==> src/rtl/snes_pad_pkg.sv <==
// Shared constants and the frame builder for the SNES pad responder.
// Optional GameTank frame support is enabled by defining SNES_PAD_GAMETANK_EN.
package snes_pad_pkg;

    localparam int FRAME_LEN = 16;
    localparam logic FILL_LEVEL = 1'b0;

    // Wire bits 13..16 of a SNES frame (standard pad ID: all released)
    localparam logic [3:0] SNES_ID_BITS = 4'b1111;
    // Wire bits 9..12 and 13..16 of a GameTank frame
    localparam logic [3:0] GT_PAD_BITS  = 4'b1111;
    localparam logic [3:0] GT_ID_BITS   = 4'b0000;

    // Button indices into the 12-bit buttons vector
    localparam int BTN_B      = 0;
    localparam int BTN_Y      = 1;
    localparam int BTN_SELECT = 2;
    localparam int BTN_START  = 3;
    localparam int BTN_UP     = 4;
    localparam int BTN_DN     = 5;
    localparam int BTN_LT     = 6;
    localparam int BTN_RT     = 7;
    localparam int BTN_A      = 8;
    localparam int BTN_X      = 9;
    localparam int BTN_L      = 10;
    localparam int BTN_R      = 11;

    typedef enum logic {
        FRAME_SNES     = 1'b0,
        FRAME_GAMETANK = 1'b1
    } frame_kind_e;

    // Frame word with bit 0 = wire bit 1; buttons are active-low on the wire.
    function automatic logic [15:0] build_frame(input logic [11:0] buttons,
                                                input frame_kind_e kind);
        logic [15:0] word;
        if (kind == FRAME_GAMETANK) begin
            word = {GT_ID_BITS, GT_PAD_BITS, ~buttons[BTN_RT:BTN_B]};
        end else begin
            word = {SNES_ID_BITS, ~buttons[BTN_R:BTN_B]};
        end
        return word;
    endfunction

endpackage

==> src/rtl/snes_pad_responder_filter.sv <==
// pad_in_filter: 2-FF synchronizer followed by a glitch filter. The filtered
// level only follows the synchronized pin after FILT_CYCLES consecutive
// cycles of disagreement; any shorter excursion restarts the count.
module pad_in_filter #(
    parameter int   FILT_CYCLES = 3,
    parameter logic RESET_LEVEL = 1'b0
) (
    input  logic clk,
    input  logic reset,
    input  logic pin,
    output logic level
);

    logic       meta_q, meta_d;
    logic       sync_q, sync_d;
    logic       level_q, level_d;
    logic [3:0] cnt_q, cnt_d;

    // Synchronizer chain and disagreement counter
    always_comb begin
        meta_d  = pin;
        sync_d  = meta_q;
        level_d = level_q;
        cnt_d   = 4'd0;
        if (sync_q != level_q) begin
            if (cnt_q == 4'(FILT_CYCLES - 1)) begin
                level_d = sync_q;
            end else begin
                cnt_d = cnt_q + 4'd1;
            end
        end
    end

    // State registers, reset to the pin's idle level
    always_ff @(posedge clk) begin
        if (reset) begin
            meta_q  <= RESET_LEVEL;
            sync_q  <= RESET_LEVEL;
            level_q <= RESET_LEVEL;
            cnt_q   <= 4'd0;
        end else begin
            meta_q  <= meta_d;
            sync_q  <= sync_d;
            level_q <= level_d;
            cnt_q   <= cnt_d;
        end
    end

    assign level = level_q;

endmodule

==> src/rtl/snes_pad_responder.sv <==
// SNES controller responder: latches the button word on the console strobe
// and shifts it out on joy_clk rising edges. Define SNES_PAD_GAMETANK_EN to
// add the gametank_mode input and the alternative GameTank frame layout.
module snes_pad_responder
    import snes_pad_pkg::*;
#(
    parameter int FILT_CYCLES = 3
) (
    input  logic        clk,
    input  logic        reset,
    input  logic        joy_strb,
    input  logic        joy_clk,
    input  logic [11:0] buttons,
`ifdef SNES_PAD_GAMETANK_EN
    input  logic        gametank_mode,
`endif
    output logic        joy_data,
    output logic        frame_done,
    output logic        busy
);

    localparam logic [4:0] LAST_CNT = 5'(FRAME_LEN);
    localparam logic [4:0] PRE_LAST = 5'(FRAME_LEN - 1);

    logic        strb_lvl, clk_lvl, clk_rise;
    frame_kind_e kind;

    logic [15:0] shift_q, shift_d;
    logic [4:0]  cnt_q, cnt_d;
    logic        armed_q, armed_d;
    logic        clk_prev_q, clk_prev_d;
    logic        frame_done_q, frame_done_d;
    logic        busy_q, busy_d;

    pad_in_filter #(.FILT_CYCLES(FILT_CYCLES), .RESET_LEVEL(1'b0)) u_strb_filt (
        .clk   (clk),
        .reset (reset),
        .pin   (joy_strb),
        .level (strb_lvl)
    );

    pad_in_filter #(.FILT_CYCLES(FILT_CYCLES), .RESET_LEVEL(1'b1)) u_clk_filt (
        .clk   (clk),
        .reset (reset),
        .pin   (joy_clk),
        .level (clk_lvl)
    );

`ifdef SNES_PAD_GAMETANK_EN
    assign kind = gametank_mode ? FRAME_GAMETANK : FRAME_SNES;
`else
    assign kind = FRAME_SNES;
`endif

    assign clk_rise = clk_lvl & ~clk_prev_q;

    // Latch/shift control: strobe has priority over clock edges; a frame
    // only shifts after a latch since reset (armed) and stops at 16 bits.
    always_comb begin
        shift_d      = shift_q;
        cnt_d        = cnt_q;
        armed_d      = armed_q;
        clk_prev_d   = clk_lvl;
        frame_done_d = 1'b0;
        if (strb_lvl) begin
            shift_d = build_frame(buttons, kind);
            cnt_d   = 5'd0;
            armed_d = 1'b1;
        end else if (clk_rise && armed_q && (cnt_q != LAST_CNT)) begin
            shift_d      = {FILL_LEVEL, shift_q[15:1]};
            cnt_d        = cnt_q + 5'd1;
            frame_done_d = (cnt_q == PRE_LAST);
        end
        busy_d = (cnt_d != 5'd0) && (cnt_d != LAST_CNT);
    end

    // Frame state and registered outputs
    always_ff @(posedge clk) begin
        if (reset) begin
            shift_q      <= '1;
            cnt_q        <= 5'd0;
            armed_q      <= 1'b0;
            clk_prev_q   <= 1'b1;
            frame_done_q <= 1'b0;
            busy_q       <= 1'b0;
        end else begin
            shift_q      <= shift_d;
            cnt_q        <= cnt_d;
            armed_q      <= armed_d;
            clk_prev_q   <= clk_prev_d;
            frame_done_q <= frame_done_d;
            busy_q       <= busy_d;
        end
    end

    // Bit 0 of the shift register is the wire bit currently presented
    assign joy_data   = shift_q[0];
    assign frame_done = frame_done_q;
    assign busy       = busy_q;

endmodule

==> config.mk <==
export PLATFORM = sky130hd
export DESIGN_NAME = snes_pad_responder
export DESIGN_NICKNAME = d
export VERILOG_FILES = /design/src/rtl/snes_pad_pkg.sv /design/src/rtl/snes_pad_responder_filter.sv /design/src/rtl/snes_pad_responder.sv
export SDC_FILE = /design/constraint.sdc
export NUM_CORES = 1
export LEC_CHECK = 0
export BUFFER_PORTS_ARGS = -buffer_cell sky130_fd_sc_hd__buf_2
export CAP_MARGIN = 20
export CORE_MARGIN = 2
export CORE_UTILIZATION = 45
export DETAILED_ROUTE_END_ITERATION = 6
export GPL_ROUTABILITY_DRIVEN = 0
export PLACE_DENSITY = 0.65
export SLEW_MARGIN = 20
export SYNTH_ARGS = -nofsm -noshare
export SYNTH_HDL_FRONTEND = slang
export SYNTH_SLANG_ARGS = --single-unit
==> constraint.sdc <==
create_clock -name clk -period 4.3 [get_ports clk]
set_input_delay 0.645 -clock clk [delete_from_list [all_inputs] [get_ports clk]]
set_output_delay 0.645 -clock clk [all_outputs]
set_load 0.02 [all_outputs]
==> reports/metrics.cfg <==
[yosys]
ys_seq_area_frac=0.488
yosysTopAreaCellShare=0.488
yosys_warnings=0
synthArstFlopShare=0
synth_area_leaders=dfxtp_1 (49%), nand2_1 (10%), ha_1 (5.5%), nor2_1 (5.4%), a31oi_1 (3.5%)
synthCells=183
yosysTopAreaCell=dfxtp_1
syn_avg_cell_area_um2=8.74
synth_seq_cells=39
yosysUniqueCellTypes=31
ys.flop_type=dfxtp_1
syn_area_um2=1600
synth-edff-count=0
syn_nets=206

[finish]
multiInputGateArea_um2=751
final_common_cell=nand2_1
syn_to_final_growth_pct=11.4
final_cell_mix=nand2_1 (44), dfxtp_1 (39), nor2_1 (23), buf_2 (18), a31oi_1 (9)
layout-drive-gt1-share=0.174
layout.nets=223
diodes=0
n_fill_cell=345
seqCellArea_um2=781

[power_and_ir_drop]
peakVddDrop_mv=0.240
powerDensity_nw_per_um2=338
p_sw_mw=0.134
power.share.sequential=0.607
power_leakage_nw=0.772
clock_power_share=0.363
p_int_mw=0.468
p_comb_frac=0.031
switching_share=0.223

[grt]
grt_max_degree=24
grt_pass1_vias=1138
antenna_found_initial=0
grtUsageTotal=0.164
grt_pass1_wl_um=5130
grt-ovfl-total=0

[clock_network]
holdBufCountCts=0
ctsHtreeMaxLevel=2
numCtsBuffers=5
cts_resized=0
post_cts_buffers=0
cts-root-buf=clkbuf_4
clock-sinks=39
clockBufferDepth=2
clk_latency_ns=0.35
clk_pin_slew_ns=0.12
cts_tree=yes

[place]
post-place-ws_ns=2.26
hpwl_um=2110
io_buffers=18

[timing]
max_freq_mhz=540
finalMaxSlewViolations=0
hold_viol_final=0
rsz0062_at_grt=false
fin_worst_skew_ns=0.0143
fin_crit_ns=1.85
worst_pin_slew_ns=0.530
finalSetupViolCount=0
final.period_utilization=0.430
timing.final.ws_setup_ns=2.45
tns_ns=0
max_slew_margin=0.646

[setup_path]
path_class=flop to flop
startpoint=cnt_q[0]
required_ns=4.55
cp.arrival_ns=2.10
cp-start-kind=flop
end_kind=flop
worstPathMaxFanout=20
r2r_end=busy
r2r_slack_ns=2.45
critical_path.top_delay_family=compound AO/OA/AOI/OAI gates
r2r_cells=6
slowest_delay_ns=0.37
crit_chain=inv_1, ha_1, nand4bb_4, and2_2, a31o_2, a311o_1
cp.depth=6
r2r_start=cnt_q[0]
crit_path_end=busy
slowest_stage=dfxtp_1
path_buf_inv=1

[route]
drt_first_iter_violations=129
wl_per_cell_um=12.3
dr.pass1.iters=4
vias_per_cell=5.09
drc=0
vias=1257
drt-total-wl_um=3030
final_antenna_net_count=0

[job]
drv_cap=0

[worst_hold_path]
holdCritPathClass=flop to flop

[floorplanning]
rows=21
initial_core_util=0.475
core_um2=3360
dieWidth_um=63.6
io_pins=19
die_h_um=63.6
die_area_um2=4050

[status]
outcome=finished, final reports clean

## per-stage QoR
stage	utilization	hold slack, ns	instance area [um^2]	cells	power (mW)
after floorplan	-	0.389	1600	183	0.382
after global placement	0.508	0.397	1710	239	0.391
after detailed placement	0.508	0.400	1710	239	0.392
after CTS	0.530	0.430	1780	247	0.609
after global routing	0.530	0.434	1780	247	0.632
final	0.530	0.425	1780	247	0.602
## state kept, by name, indices dropped and copies added (netlist names)
name / cells
armed_q: 1
u_strb_filt.meta_q: 1
clk_prev_q: 1
cnt_q: 5
shift_q: 16
u_clk_filt.meta_q: 1
u_strb_filt.sync_q: 1
u_strb_filt.cnt_q: 4
frame_done: 1
u_clk_filt.level: 1
busy: 1
u_strb_filt.level: 1
u_clk_filt.cnt_q: 4
u_clk_filt.sync_q: 1
## worst min-delay path by stage
stage | start | endpoint | slack, ns | cells after the start
floorplan | u_clk_filt.meta_q | u_clk_filt.sync_q | 0.39 | 1
global placement | u_clk_filt.meta_q | u_clk_filt.sync_q | 0.40 | 1
detailed placement | u_clk_filt.meta_q | u_clk_filt.sync_q | 0.40 | 1
CTS | u_clk_filt.meta_q | u_clk_filt.sync_q | 0.43 | 1
global route | buttons[11] | shift_q[11] | 0.43 | 2
finish | u_clk_filt.meta_q | u_clk_filt.sync_q | 0.42 | 1
## cells in the mapped netlist (2+ instances only)
library cell  count
buf_4             2
clkbuf_1          4
xor2_1            2
mux2i_1           2
and3_1            2
nor2_1           23
dfxtp_1          39
nand3_1           6
a21oi_1           2
buf_2             3
a31oi_1           9
inv_1             6
xnor2_1           5
or3_1             4
or2_2             3
a32oi_1           3
nand2_1          44
nor2b_1           4
nor3b_1           2
ha_1              7
## area by class of cell
cell class / instances / area share
clock buffer: 7 / 0.0365
clock inverter: 1 / 0.00421
inverter: 6 / 0.0126
multi-input combinational: 129 / 0.421
sequential: 39 / 0.438
tap: 46 / 0.0323
timing repair buffer: 19 / 0.0548
## kinds of logic (layout without fill, tap and decap cells)
kind of cell | after synthesis | after routing | synth area share
flops | 39 | 39 | 0.488
buf+inv | 15 | 33 | 0.0422
xor+xnor | 7 | 7 | 0.0383
simple gates | 94 | 94 | 0.281
mux | 2 | 2 | 0.0125
fa+ha+maj | 7 | 7 | 0.0548
compound gates | 19 | 19 | 0.0829
## power groups by stage
stage | sequential [mW] | combinational [mW] | clock [mW]
finish | 0.365 | 0.0184 | 0.218
global route | 0.366 | 0.0207 | 0.246
CTS | 0.365 | 0.0186 | 0.226
detailed placement | 0.373 | 0.0185 | 0
global placement | 0.373 | 0.0177 | 0
floorplan | 0.373 | 0.00938 | 0
## metal layers
| metal | global-route usage | vias to the layer above | routed length [um] |
|---|---|---|---|
| li1 | - | 640 | - |
| met1 | 0.209 | 587 | 1430 |
| met2 | 0.258 | 28 | 1430 |
| met3 | 0.0589 | 2 | 149 |
| met4 | 0.0489 | 0 | 17 |
| met5 | 0 | - | 0 |
Note: power is estimated with default switching activity, not from simulation.
